File: src/rtl/rv32i_imem_loader.sv
// Boot loader for the instruction memory. It turns a little-endian byte stream
// (a word count, then the words) into 32-bit memory writes and holds the core in reset until the image is complete.
//
// state   | meaning
// --------+------------------------------------------------------------
// S_IDLE  | after reset; stream not accepted, waiting for start
// S_LEN   | receiving the 4-byte word count N
// S_DATA  | receiving words and writing each complete word to memory
// S_DONE  | image complete; core released
// S_ERROR | header asked for more words than the memory holds
module rv32i_imem_loader #(
  parameter int INSTR_MEM_DEPTH = 1024,
  parameter int CNT_W           = 11
) (
  input  logic        clk,
  input  logic        rst_n,
  input  logic        start,
  input  logic [7:0]  rx_data,
  input  logic        rx_valid,
  output logic        rx_ready,
  output logic        we,
  output logic [31:0] waddr,
  output logic [31:0] wdata,
  output logic        busy,
  output logic        done,
  output logic        error,
  output logic        core_hold
);

  typedef enum logic [2:0] {
    S_IDLE,
    S_LEN,
    S_DATA,
    S_DONE,
    S_ERROR
  } state_t;

  state_t            state, state_nxt;
  logic [1:0]        byte_cnt;
  logic [23:0]       byte_sr;
  logic [CNT_W-1:0]  word_idx;
  logic [CNT_W-1:0]  n_words;
  logic              accept;
  logic              last_byte;
  logic              last_word;
  logic              start_load;
  logic [31:0]       full_word;

  assign accept     = rx_valid && rx_ready;
  assign last_byte  = accept && (byte_cnt == 2'd3);
  // The three earlier bytes already sit in byte_sr, lowest byte at bit 0.
  assign full_word  = {rx_data, byte_sr};
  assign last_word  = (word_idx == (n_words - CNT_W'(1)));
  assign start_load = start && !busy;

  always_ff @(posedge clk or negedge rst_n) begin
    if (!rst_n) begin
      state <= S_IDLE;
    end else begin
      state <= state_nxt;
    end
  end

  always_comb begin
    state_nxt = state;
    case (state)
      S_IDLE: begin
        if (start) state_nxt = S_LEN;
      end
      S_LEN: begin
        if (last_byte) begin
          if (full_word == 32'd0)                         state_nxt = S_DONE;
          else if (full_word > 32'(INSTR_MEM_DEPTH))      state_nxt = S_ERROR;
          else                                            state_nxt = S_DATA;
        end
      end
      S_DATA: begin
        if (last_byte && last_word) state_nxt = S_DONE;
      end
      S_DONE, S_ERROR: begin
        if (start) state_nxt = S_LEN;
      end
      default: state_nxt = S_IDLE;
    endcase
  end

  always_comb begin
    rx_ready  = 1'b0;
    busy      = 1'b0;
    done      = 1'b0;
    error     = 1'b0;
    core_hold = 1'b1;
    case (state)
      S_LEN, S_DATA: begin
        rx_ready = 1'b1;
        busy     = 1'b1;
      end
      S_DONE: begin
        done      = 1'b1;
        core_hold = 1'b0;
      end
      S_ERROR: begin
        error = 1'b1;
      end
      default: ;
    endcase
  end

  always_ff @(posedge clk or negedge rst_n) begin
    if (!rst_n) begin
      byte_cnt <= '0;
      byte_sr  <= '0;
      word_idx <= '0;
      n_words  <= '0;
      we       <= 1'b0;
      waddr    <= '0;
      wdata    <= '0;
    end else begin
      we <= 1'b0;
      if (start_load) begin
        byte_cnt <= '0;
        byte_sr  <= '0;
        word_idx <= '0;
        n_words  <= '0;
      end else if (accept) begin
        byte_cnt <= byte_cnt + 2'd1;
        byte_sr  <= {rx_data, byte_sr[23:8]};
        if (last_byte && (state == S_LEN)) begin
          n_words <= full_word[CNT_W-1:0];
        end
        if (last_byte && (state == S_DATA)) begin
          we       <= 1'b1;
          waddr    <= {{(30-CNT_W){1'b0}}, word_idx, 2'b00};
          wdata    <= full_word;
          word_idx <= word_idx + CNT_W'(1);
        end
      end
    end
  end

endmodule

File: config.mk
export PLATFORM = sky130hd
export DESIGN_NAME = rv32i_imem_loader
export DESIGN_NICKNAME = d
export VERILOG_FILES = /design/src/rtl/rv32i_imem_loader.sv
export SDC_FILE = /design/constraint.sdc
export NUM_CORES = 1
export LEC_CHECK = 0
export CORE_ASPECT_RATIO = 1.1
export CORE_MARGIN = 8
export CORE_UTILIZATION = 52
export DETAILED_ROUTE_END_ITERATION = 10
export GPL_ROUTABILITY_DRIVEN = 0
export GPL_TIMING_DRIVEN = 0
export PLACE_DENSITY = 0.85
export SYNTH_ARGS = -nofsm -noshare
export SYNTH_HDL_FRONTEND = slang
export SYNTH_SLANG_ARGS = --single-unit
File: constraint.sdc
create_clock -name clk -period 2.65 [get_ports clk]
set_input_delay 0.6625 -clock clk [delete_from_list [all_inputs] [get_ports clk]]
set_output_delay 0.6625 -clock clk [all_outputs]
set_load 0.02 [all_outputs]
==> out/qor.yml <==
cts_max_path_buffers: 2
std_cell_rows: 35
grt_pass1_wl_um: 15500
ir_drop_mv: 0.752
hold_class: "primary input to asynchronous set/reset pin"
slew_headroom_pct: 57.7
clock_tree.root_cell: "clkbuf_8"
p_seq_share_pct: 42.6
yosysTopAreaCell: "dfrtp_1"
drive_gt1_share_pct: 21.7
drv_cap: 0
grt_max_degree: 65
synth_common_cells: "dfrtp_1, mux2_2, nor2_1"
power_leakage_nw: 2.54
synth_most_common_cell: "dfrtp_1"
cts.sinks: 95
setup_violations: 0
slew_viol_final: 0
via_per_inst: 5.38
holdBufCountCts: 0
cts-buffers-inserted: 9
setup_ws_ps: 133
finalCritPeriodShare_pct: 95.0
ys_warn_count: 0
num-nets-final: 471
start_kind: "register"
ant_nets: 0
timing.rr.end: "state[0]$_DFFE_PN0P_"
synthFlopType: "dfrtp_1"
grt_pass1_vias: 3160
worst_r2r_path_depth: 9
yosysTopAreaCellShare_pct: 54.7
synth-edff-count: 0
critical_path_class: "register to output port"
tightest_slew_ps: 632
fin_crit_ps: 2520
grt_overflow: 0
crit_required_ps: 1990
synth.area.top_cells: "dfrtp_1, mux2_2, a22o_1"
hold_slack_ps: 224
syn_inst: 364
die_area_um2: 11500
cp.arrival_ps: 1850
synthArstFlopShare_pct: 100
finalHoldViolCount: 0
die_y_um: 112
r2r_start: "n_words[0]$_DFFE_PN0P_"
cts_tree: "built"
n_antenna_cell: 0
port_buffers: 60
synth-seq-cells: 95
drtIter0Drc: 189
wl_per_cell_um: 17.0
place_ws_ps: -282
antenna_found_initial: 0
cp-end-kind: "output port"
crit_fanout: 5
status: "complete, no violations"
synth_cell_type_count: 44
path_clk_slew_ps: 100
pin_count: 82
clkPwrFrac_pct: 18.4
grt_setup_unrepaired: "no"
via_count: 3077
clk_latency_ps: 360
r2r_slack_ps: 290
synth.avg_cell_area_um2: 11.9
switchingPower_mw: 1.91
routed_wl_um: 9700
fin_skew_ps: 12.7
synthesis.area_um2: 4350
max_freq_mhz: 397
power.density_nw_per_um2: 969
ys_seq_area_share_pct: 54.7
coreArea_um2: 8230
track_usage_pct: 17.2
drc: 0
area_growth_pct: 24.2
htree_levels: 3
die_x_um: 103
dp_hpwl_um: 7170
p_int_mw: 3.32
pwr-share-comb_pct: 39.0
start_util_pct: 52.8
swShare_pct: 36.6
dr.pass1.iters: 4
[power groups by stage]
| stage | Clock (mW) | Combinational, mW | Sequential (mW) |
|---|---|---|---|
| after floorplan | 0 | 0.930 | 2.43 |
| after global placement | 0 | 1.99 | 2.21 |
| after detailed placement | 0 | 2.03 | 2.23 |
| after CTS | 0.969 | 2.07 | 2.21 |
| after global routing | 1.02 | 2.18 | 2.28 |
| final | 0.962 | 2.04 | 2.23 |
[state kept, by name (all words and copies together) (netlist names)]
name / flops
byte_cnt: 2
byte_sr: 24
n_words: 11
state: 3
waddr: 11
wdata: 32
we: 1
word_idx: 11
[per-stage QoR]
step                setup TNS (ps)  total power [mW]  std cells  area, µm²  utilization [%]
finish                           0              5.23        572       5400             65.6
global route                     0              5.48        572       5400             65.6
detailed placement          -11800              4.27        556       5190             63.0
global placement           -240570              4.20        555       5160             62.7
CTS                              0              5.26        573       5390             65.5
floorplan                        0              3.36        384       4420                -
[layout by cell type, fill, tap and decap left out, drive strengths merged, types with 9 or more instances in the layout]
cell and count:
buf 35, dfrtp 95, mux2 45, nand2 12, clkdlybuf4s50 58, mux2i 9
xor2 11, conb 21, nor2 33, nor4 10, a22o 25, inv 11
clkbuf 17, xnor2 10
[logic make-up (layout without fill, tap and decap cells)]
kind of cell,count (synthesis),in the layout,share of synthesized area (%)
adders and majority gates,3,3,0.863
other,1,21,0.0862
and+or+nand+nor,92,92,11.0
buffers and inverters,49,126,6.39
xor gates and xnor gates,21,21,4.23
DFF,95,95,54.7
AOI/OAI and AO/OA,49,49,9.01
muxes,54,54,13.7
[worst max path at each step]
stage	slack [ps]	end	cells after the start	startpoint
after floorplan	510	state[0]$_DFFE_PN0P_	8	n_words[0]$_DFFE_PN0P_
after global placement	-2420	wdata[26]$_DFFE_PN0P_	1	rst_n
after detailed placement	-280	wdata[4]$_DFFE_PN0P_	5	rx_valid
after CTS	30	done	5	state[2]$_DFFE_PN0P_
after global routing	40	busy	3	state[0]$_DFFE_PN0P_
final	130	busy	3	state[0]$_DFFE_PN0P_
[cell type report]
cell class                 count  area (µm²)
multi-input combinational    240        1780
inverter                       9        33.8
timing repair buffer          62         636
fill                         609        2830
clock inverter                 6        67.6
tap                          111         139
clock buffer                  10         128
sequential                    95        2380
buffer                        39         240
[layer usage]
layer  track usage, %  vias to the layer above  wire [µm]
met5                0                        -          0
met2             28.7                      111       4760
met4             7.83                        0        258
met1             19.7                     1510       3990
met3             4.87                       24        685
li1                 -                     1432          -
[worst max-delay path: stages, from the launching register on]
cell             delay (ps)
dfrtp_1                 420
nand2b_1                230
a21oi_2                 210
clkdlybuf4s50_1         640
[what timing repair did]
action | 4_1_cts | 5_1_grt
endpoints found under the setup margin | 2 | 27
setup buffers | 1 | 0
pin swaps | 1 | 0
resized for setup | 1 | 3
hold endpoints to repair | 0 | 0
No activity file was read; power rests on OpenSTA's default activity.
